--- config.mk ---
export PLATFORM = sky130hd
export DESIGN_NAME = ps2_poly_note_decoder
export DESIGN_NICKNAME = d
export VERILOG_FILES = /design/src/rtl/ps2_poly_note_decoder.sv
export SDC_FILE = /design/constraint.sdc
export NUM_CORES = 1
export LEC_CHECK = 0
export ABC_AREA = 1
export CAP_MARGIN = 20
export CORE_MARGIN = 2
export CORE_UTILIZATION = 30
export CTS_CLUSTER_DIAMETER = 100
export CTS_CLUSTER_SIZE = 16
export DETAILED_ROUTE_END_ITERATION = 6
export PLACE_DENSITY = 0.55
export SLEW_MARGIN = 20
export SYNTH_ARGS = -nofsm -noshare
export SYNTH_HDL_FRONTEND = slang
export SYNTH_SLANG_ARGS = --single-unit
export TNS_END_PERCENT = 20
--- constraint.sdc ---
create_clock -name CLOCK_50 -period 2.4 [get_ports CLOCK_50]
set_input_delay 0.24 -clock CLOCK_50 [delete_from_list [all_inputs] [get_ports CLOCK_50]]
set_output_delay 0.24 -clock CLOCK_50 [all_outputs]
set_load 0.01 [all_outputs]
--- src/rtl/ps2_poly_note_decoder.sv ---
// PS/2 scancode stream -> polyphonic voice gates/notes plus octave and amplitude registers.
// Optional build macro SUSTAIN_PEDAL_EN turns the space bar (0x29) into a sustain pedal.
module ps2_poly_note_decoder #(
    parameter int NUM_VOICES  = 4,
    parameter int OCT_BITS    = 3,
    parameter int OCT_DEFAULT = 4,
    parameter int OCT_MAX     = 7,
    parameter int AMP_BITS    = 4,
    parameter int AMP_DEFAULT = 8,
    localparam int VIDX_W     = (NUM_VOICES > 1) ? $clog2(NUM_VOICES) : 1
) (
    input  logic                    CLOCK_50,
    input  logic                    reset,
    input  logic                    byte_valid,
    input  logic [7:0]              byte_data,
    output logic [4*NUM_VOICES-1:0] voice_note,
    output logic [NUM_VOICES-1:0]   voice_gate,
    output logic [OCT_BITS-1:0]     octave,
    output logic [AMP_BITS-1:0]     amp,
    output logic                    event_valid,
    output logic                    event_on,
    output logic [VIDX_W-1:0]       event_voice,
    output logic                    overflow
);
    typedef enum logic [1:0] {S_IDLE, S_EXT, S_BRK, S_EXT_BRK} state_t;

    state_t              state;
    logic [15:0]         held;
    logic [4:0]          key;
    logic [3:0]          kidx;
    logic                is_prefix;
    logic                make_now;
    logic                brk_now;
    logic                free_found;
    logic                match_found;
    logic [VIDX_W-1:0]   free_slot;
    logic [VIDX_W-1:0]   match_slot;

    // {hit, index}: indices 0..11 are notes, 12..15 are octave-/octave+/amp-/amp+
    function automatic logic [4:0] decode_key(input logic [7:0] b);
        case (b)
            8'h1C:   decode_key = {1'b1, 4'd0};
            8'h1D:   decode_key = {1'b1, 4'd1};
            8'h1B:   decode_key = {1'b1, 4'd2};
            8'h24:   decode_key = {1'b1, 4'd3};
            8'h23:   decode_key = {1'b1, 4'd4};
            8'h2B:   decode_key = {1'b1, 4'd5};
            8'h2C:   decode_key = {1'b1, 4'd6};
            8'h34:   decode_key = {1'b1, 4'd7};
            8'h35:   decode_key = {1'b1, 4'd8};
            8'h33:   decode_key = {1'b1, 4'd9};
            8'h3C:   decode_key = {1'b1, 4'd10};
            8'h3B:   decode_key = {1'b1, 4'd11};
            8'h1A:   decode_key = {1'b1, 4'd12};
            8'h22:   decode_key = {1'b1, 4'd13};
            8'h16:   decode_key = {1'b1, 4'd14};
            8'h1E:   decode_key = {1'b1, 4'd15};
            default: decode_key = '0;
        endcase
    endfunction

    assign key       = decode_key(byte_data);
    assign kidx      = key[3:0];
    assign is_prefix = (byte_data == 8'hE0) || (byte_data == 8'hF0);
    assign make_now  = byte_valid && (state == S_IDLE) && !is_prefix;
    assign brk_now   = byte_valid && (state == S_BRK) && !is_prefix;

    // A note is never gated in two slots at once, so the first match is the only one.
    always_comb begin
        free_found  = 1'b0;
        free_slot   = '0;
        match_found = 1'b0;
        match_slot  = '0;
        for (int unsigned i = 0; i < NUM_VOICES; i++) begin
            if (!free_found && !voice_gate[i]) begin
                free_found = 1'b1;
                free_slot  = VIDX_W'(i);
            end
            if (!match_found && voice_gate[i] && (voice_note[4*i +: 4] == kidx)) begin
                match_found = 1'b1;
                match_slot  = VIDX_W'(i);
            end
        end
    end

`ifdef SUSTAIN_PEDAL_EN
    logic                  sustain;
    logic [NUM_VOICES-1:0] pending;
    logic                  rel_found;
    logic [VIDX_W-1:0]     rel_slot;
    logic                  is_space;

    assign is_space = (byte_data == 8'h29);

    always_comb begin
        rel_found = 1'b0;
        rel_slot  = '0;
        for (int unsigned i = 0; i < NUM_VOICES; i++) begin
            if (!rel_found && pending[i]) begin
                rel_found = 1'b1;
                rel_slot  = VIDX_W'(i);
            end
        end
    end
`endif

    always_ff @(posedge CLOCK_50 or posedge reset) begin
        if (reset) begin
            state       <= S_IDLE;
            held        <= '0;
            voice_note  <= '0;
            voice_gate  <= '0;
            octave      <= OCT_BITS'(OCT_DEFAULT);
            amp         <= AMP_BITS'(AMP_DEFAULT);
            event_valid <= 1'b0;
            event_on    <= 1'b0;
            event_voice <= '0;
            overflow    <= 1'b0;
`ifdef SUSTAIN_PEDAL_EN
            sustain     <= 1'b0;
            pending     <= '0;
`endif
        end else begin
            event_valid <= 1'b0;
            overflow    <= 1'b0;

            if (byte_valid) begin
                case (state)
                    S_IDLE: begin
                        if (byte_data == 8'hE0)      state <= S_EXT;
                        else if (byte_data == 8'hF0) state <= S_BRK;
                    end
                    S_EXT: begin
                        if (byte_data == 8'hF0)      state <= S_EXT_BRK;
                        else if (byte_data != 8'hE0) state <= S_IDLE;
                    end
                    default: begin
                        if (!is_prefix) state <= S_IDLE;
                    end
                endcase
            end

            if (make_now && key[4] && !held[kidx]) begin
                if (kidx < 4'd12) begin
`ifdef SUSTAIN_PEDAL_EN
                    if (match_found && pending[match_slot]) begin
                        pending[match_slot] <= 1'b0;
                        held[kidx]          <= 1'b1;
                        event_valid         <= 1'b1;
                        event_on            <= 1'b1;
                        event_voice         <= match_slot;
                    end else
`endif
                    if (free_found) begin
                        voice_note[4*free_slot +: 4] <= kidx;
                        voice_gate[free_slot]        <= 1'b1;
                        held[kidx]                   <= 1'b1;
                        event_valid                  <= 1'b1;
                        event_on                     <= 1'b1;
                        event_voice                  <= free_slot;
                    end else begin
                        overflow <= 1'b1;
                    end
                end else begin
                    held[kidx] <= 1'b1;
                    case (kidx[1:0])
                        2'd0:    if (octave != '0) octave <= octave - OCT_BITS'(1);
                        2'd1:    if (octave < OCT_BITS'(OCT_MAX)) octave <= octave + OCT_BITS'(1);
                        2'd2:    if (amp != '0) amp <= amp - AMP_BITS'(1);
                        default: if (amp != '1) amp <= amp + AMP_BITS'(1);
                    endcase
                end
            end

            // Breaks of keys never registered as held (e.g. dropped on overflow) do nothing.
            if (brk_now && key[4] && held[kidx]) begin
                held[kidx] <= 1'b0;
                if ((kidx < 4'd12) && match_found) begin
`ifdef SUSTAIN_PEDAL_EN
                    if (sustain) pending[match_slot] <= 1'b1;
                    else
`endif
                    begin
                        voice_gate[match_slot] <= 1'b0;
                        event_valid            <= 1'b1;
                        event_on               <= 1'b0;
                        event_voice            <= match_slot;
                    end
                end
            end

`ifdef SUSTAIN_PEDAL_EN
            if (make_now && is_space) sustain <= 1'b1;
            if (brk_now && is_space)  sustain <= 1'b0;
            // Pending releases drain only in byte-free cycles so they never collide with byte events.
            if (!byte_valid && !sustain && rel_found) begin
                pending[rel_slot]    <= 1'b0;
                voice_gate[rel_slot] <= 1'b0;
                event_valid          <= 1'b1;
                event_on             <= 1'b0;
                event_voice          <= rel_slot;
            end
`endif
        end
    end
endmodule

# Word-level counts from Yosys, hierarchy flattened
# Memories as Yosys holds them, arrays and structs flattened.
# Cells that the tools add are included.
# word_totals
reg_bits	50
latchBits	0
ram_bits	0
rom_bits	320
inputBits	11
wordCells	160
mem_count	1
# mem_list
memory	words	width	read_ports	rd_ports_with_merged_regs	write_ports	line	source
(name not given)	64	5	1	0	0	41	case (b)
# classes
add_sub_neg	5
mul	0
n_div	0
n_lt_le_gt_ge	8
n_eq_ne	18
n_shift	2
n_mux	63
bitwise_logic	8
n_reduce_logical	45
# op_table
cell	n
$mux 16	4
$neg 4->34	1
$shift 4x34->16 const A	1
$shiftx 4x34->16	1
$mux 2	14
$mux 4	7
$mux 1	27
$logic_and 1x1->1	22
$and 16x16->16	1
$bwmux 16	1
$eq 4x4->1	4
$eq 8x8->1 const B	2
$not 16->16	1
$or 16x16->16	1
$logic_not 1->1	10
$reduce_and 5->1	2
$ne 8x8->1 const B	1
$pmux 4 s2	1
$logic_not 2->1	3
$lt 2x3->1 const B	2
$mux 3	2
$ne 2x2->1 const B	3
$ne 3x3->1 const B	2
$pmux 3 s2	1
other kinds (29)	35

# Longest topological paths before layout
# logic_depth
depth_word	25
ltp_mapped	21

# Worst setup path after synthesis
# No wires, ideal clock.
# synth_timing
path_type	input to register
start	input byte_data[0]
end	register amp[3]
arrival_time_ns	2.141
setup_slack_ns	0.180
stages	17
path_cell_list	inv_1 -> ha_1 -> nand2_1 -> nor2_1 -> nor2_1 -> nor2_4 -> nand3_4 -> buf_6 -> inv_4 -> nor2_4 -> ha_1 -> a21oi_1 -> o21ai_0 -> xnor2_1 -> nor2_1 -> nand2_1 -> nand2_1
# synth_via
elab_chain_len	7
word_cells_on_any_way	23
cone_classes	1 x order compare; 5 x eq/ne; 4 x mux; 2 x bitwise; 10 x reduce/logical; 1 x memory
# synth_lines
item	line	source
start, declared	15	input logic [7:0] byte_data,
$mem_v2 64x5 or $eq 8x8->1 (tied branches)	n/a	
$mux 5 or $logic_or 1x1->1 (tied branches)	41, 64	
$bmux 1 s4 or $logic_not 1->1 (tied branches)	n/a	
$mux 1 (implied by the code) or $logic_and 1x1->1 (tied branches)	143, 65	
$logic_not 1->1 or $logic_and 1x1->1 (tied branches)	143	if (make_now && key[4] && !held[kidx]) begin
$logic_and 1x1->1	143	
$reduce_and 5->1 (no line)	n/a	
end signal, assigned	114	amp <= AMP_BITS'(AMP_DEFAULT);
end signal, assigned	169	2'd2: if (amp != '0) amp <= amp - AMP_BITS'(1);
end signal, assigned	170	default: if (amp != '1) amp <= amp + AMP_BITS'(1);
end, declared	19	output logic [AMP_BITS-1:0] amp,
# Several ways; a longest one is shown, not always the timed one. The select of a mux whose other input is x is not followed.
# A chain may end at the register's enable or synchronous reset.

# Final worst setup path
# layout_timing
start	input byte_data[7]
end	register voice_note[9]
# layout_via
elab_chain_len	7
word_cells_on_any_way	16
cone_classes	1 x order compare; 2 x eq/ne; 1 x shift; 4 x mux; 8 x reduce/logical
# layout_lines
item	line	source
$logic_not 2->1 or $eq 8x8->1 (tied branches)	41, 64	
$mux 5 or $logic_or 1x1->1 (tied branches)	41, 64	
$bmux 1 s4 or $logic_not 1->1 (tied branches)	n/a	
$mux 1 (implied by the code) or $logic_and 1x1->1 (tied branches)	143, 65	
$logic_not 1->1 or $logic_and 1x1->1 (tied branches)	143	
$logic_and 1x1->1	143	
$reduce_and 3->1 (no line)	n/a	
end signal, assigned by index	155	voice_note[4*free_slot +: 4] <= kidx;
end, declared	16	output logic [4*NUM_VOICES-1:0] voice_note,
# Several ways; a longest one is shown, not always the timed one. The select of a mux whose other input is x is not followed.

==> impl_metrics.csv <==
group,metric,value,unit
run_status,status,"complete, no violations",
floorplanning,core_area,0.01206,mm^2
timing,tightest_slew,0.5170,ns
detailed_routing,wire_per_inst,12.87,um
clocking,cts_tree,"done",
cells_and_area,layout-drive-gt1-share,0.2362,
placed_design,gp_congestion,0.8739,
timing,finalClockSkew,0.007727,ns
detailed_routing,drc,0,
logic_synthesis,synth_fp_nets,574,
setup_path,crit_chain,"clkdlybuf4s50_1 -> nor2_4 -> inv_1 -> nor2_4 -> nand3_4 -> buf_12 -> nand2_1 -> nand2_1 -> nand2_1 -> nand2_1 -> nand2_1 -> nand2_2 -> nand2_4 -> nand4_4 -> buf_12 -> buf_4 -> o21ai_0 -> nand2_1",
floorplanning,ios,43,
setup_path,crit_top_cell,"nand2_1",
setup_path,ff2ff_setup_slack,0.45,ns
placed_design,io_buffers,42,
clocking,htree_levels,2,
detailed_routing,dr_wl_met3,342,um
logic_synthesis,synth_warnings,0,
detailed_routing,initialDrtViolationCount,215,
grt,grt_antenna_before_repair,0,
logic_synthesis,syn_area,0.003717,mm^2
logic_synthesis,ys_ff_latch,50,
pwr,power.density,575.5,mW/mm^2
setup_path,cpPeakStageDelay,0.46,ns
setup_path,critical_path_class,"in2reg",
floorplanning,die_w,115.3,um
cells_and_area,final_cells,837,
grt,grt_overflow_total,0,
setup_path,cp.arrival,2.44,ns
detailed_routing,final_antenna_net_count,0,
detailed_routing,dr.pass1.iters,5,
grt,grt_pass1_vias,3639,
setup_path,start_kind,"input pin",
detailed_routing,routed.top_layer,"met4",
timing,period_needed,2.262,ns
floorplanning,std_cell_rows,40,
placed_design,dp.cells,815,
placed_design,post-dp-hpwl,8101,um
setup_path,timing.rr.start,"voice_gate[3]",
setup_path,r2r-end,"voice_note[6]",
logic_synthesis,syn-instance-count,546,
setup_path,path_buf_inv,5,
timing,maxSlewHeadroom,0.6521,
logic_synthesis,ys_seq_area_frac,0.3373,
setup_path,cp_top_family,"simple AND/OR/NAND/NOR gates",
setup_path,rr_worst_depth,8,
grt,grt_start_max_net_pins,25,
setup_path,crit_path_end_kind,"register",
logic_synthesis,yosysUniqueCellTypes,38,
clocking,root_buffer,"clkbuf_16",
clocking,clockBufferDepth,2,
detailed_routing,routed_wl,10770,um
detailed_routing,dr_wl_met2,5146,um
floorplanning,dieArea,0.01330,mm^2
setup_path,cp_max_fo,10,
clocking,insertion_delay,0.29,ns
clocking,cts_buffers,5,
setup_path,slowest_stage,"clkdlybuf4s50_1",
logic_synthesis,synth-edff-count,0,
logic_synthesis,synth.area.top_cells,"dfrtp_1 (32%), nand2_1 (14%), nor2_1 (11%)",
cells_and_area,antennaDiodeCount,0,
floorplanning,start_util,0.3082,
timing,max_freq,442.1,MHz
logic_synthesis,yosysMostFrequentCell,"nand2_1",
grt,grtUsageTotal,0.1677,
clocking,clock-sinks,50,
cells_and_area,final_nets,697,
detailed_routing,wl_met1,5187,um
floorplanning,die_y,115.3,um
clocking,hold_buffers,0,
detailed_routing,viasPerCell,4.639,
timing,hold_viol,0,
logic_synthesis,synth_flop_cell,"dfrtp_1",
logic_synthesis,synth_commonest_cells,"nand2_1 (141), nor2_1 (112), inv_1 (51), nand3_1 (50), dfrtp_1 (48)",
cells_and_area,syn_to_final_growth,41.16,%
logic_synthesis,netlist.area_leader.share,0.3231,
pwr,p_total,3.020,mW
grt,grt_pass1_wl,17860,um
logic_synthesis,postSynthAreaPerCell,6.808,um^2
logic_synthesis,synth_area_leader_cell,"dfrtp_1",
cells_and_area,utilization,0.4351,
timing,holdWs,0.3099,ns
job,max_cap_viol_count,0,
pwr,ir_worst_vdd,312.0,uV
setup_path,required,2.58,ns
worst_hold_path,hp-class,"in2async",
pwr,p_leak,2.616,nW
detailed_routing,vias,3883,
timing,finalSetupViolCount,0,
clocking,clk_pin_slew,0.07,ns
timing,drv_slew,0,
timing,timing.final.crit_share,0.9425,
logic_synthesis,async_reset_ff_frac,1.000,
==> power by group <==
| group | switching, mW | internal, mW |
|---|---|---|
| logic | 0.750 | 0.514 |
| registers | 0.105 | 0.952 |
| clock network | 0.317 | 0.382 |
| total | 1.17 | 1.85 |
==> routing by layer <==
layer,track usage,vias up
met5,0,-
met4,0.03052,0
met3,0.02003,9
met2,0.2819,85
met1,0.2342,1801
li1,-,1988
==> layout make-up <==
| class | instances | area (um^2) |
|---|---|---|
| Clock inverter | 1 | 7.507 |
| Multi-Input combinational cell | 427 | 2287 |
| Tap cell | 168 | 210.2 |
| Clock buffer | 6 | 128.9 |
| Fill cell | 1246 | 6814 |
| Inverter | 59 | 227.7 |
| Sequential cell | 50 | 1254 |
| Timing Repair Buffer | 126 | 1132 |
==> per-stage QoR <==
stage,worst slack (ns),area (um^2),setup TNS (ns)
finish,0.1380,5248,0
global placement,-0.6144,4802,-24.39
global route,-0.07196,5248,-0.07196
CTS,0.01092,5151,0
detailed placement,-0.6768,4802,-26.83
floorplan,0.1801,3717,0
==> timing repair <==
action,CTS,global route
setup buffers,7,6
endpoints found under the setup margin,48,48
resized for setup,29,23
endpoints found under the hold margin,0,0
cloned,2,0
pin swaps,8,7
==> placed cells by master (no fill, tap or decap), types with 3 or more instances in the layout <==
| master | instances |
|---|---|
| a21oi_1 | 6 |
| a21oi_2 | 3 |
| buf_12 | 4 |
| buf_4 | 77 |
| clkbuf_16 | 5 |
| clkbuf_2 | 3 |
| clkdlybuf4s50_1 | 35 |
| dfrtp_1 | 48 |
| dlymetal6s2s_1 | 4 |
| ha_1 | 13 |
| inv_1 | 48 |
| inv_2 | 9 |
| nand2_1 | 135 |
| nand2_2 | 11 |
| nand2_4 | 7 |
| nand3_1 | 49 |
| nand3b_1 | 3 |
| nand4_1 | 4 |
| nor2_1 | 107 |
| nor2_2 | 7 |
| nor2_4 | 10 |
| nor3_1 | 5 |
| nor4_1 | 3 |
| o21ai_0 | 21 |
| o21ai_1 | 17 |
| xnor2_1 | 3 |
==> flip-flops by register name, summed over array words and instances (netlist names) <==
| register | cells |
|---|---|
| amp | 4 |
| event_on | 1 |
| event_valid | 1 |
| event_voice | 2 |
| held | 16 |
| octave | 3 |
| overflow | 1 |
| state | 2 |
| voice_gate | 4 |
| voice_note | 16 |
==> logic make-up after synthesis <==
kind of cell,synth area share
AOI/OAI and AO/OA,0.07372
xor gates and xnor gates,0.01178
adders and majority gates,0.06126
buffers and inverters,0.08280
DFF,0.3373
and+or+nand+nor,0.4332
==> worst max path at each step <==
stage	start	endpoint	cells after the start
floorplan	byte_data[0]	amp[3]	17
global placement	byte_data[1]	event_voice[0]	19
detailed placement	byte_data[1]	octave[2]	19
CTS	byte_data[1]	voice_note[10]	21
global route	byte_data[7]	voice_note[9]	18
finish	byte_data[7]	voice_note[9]	18
Power figures use the tool's default switching activity.
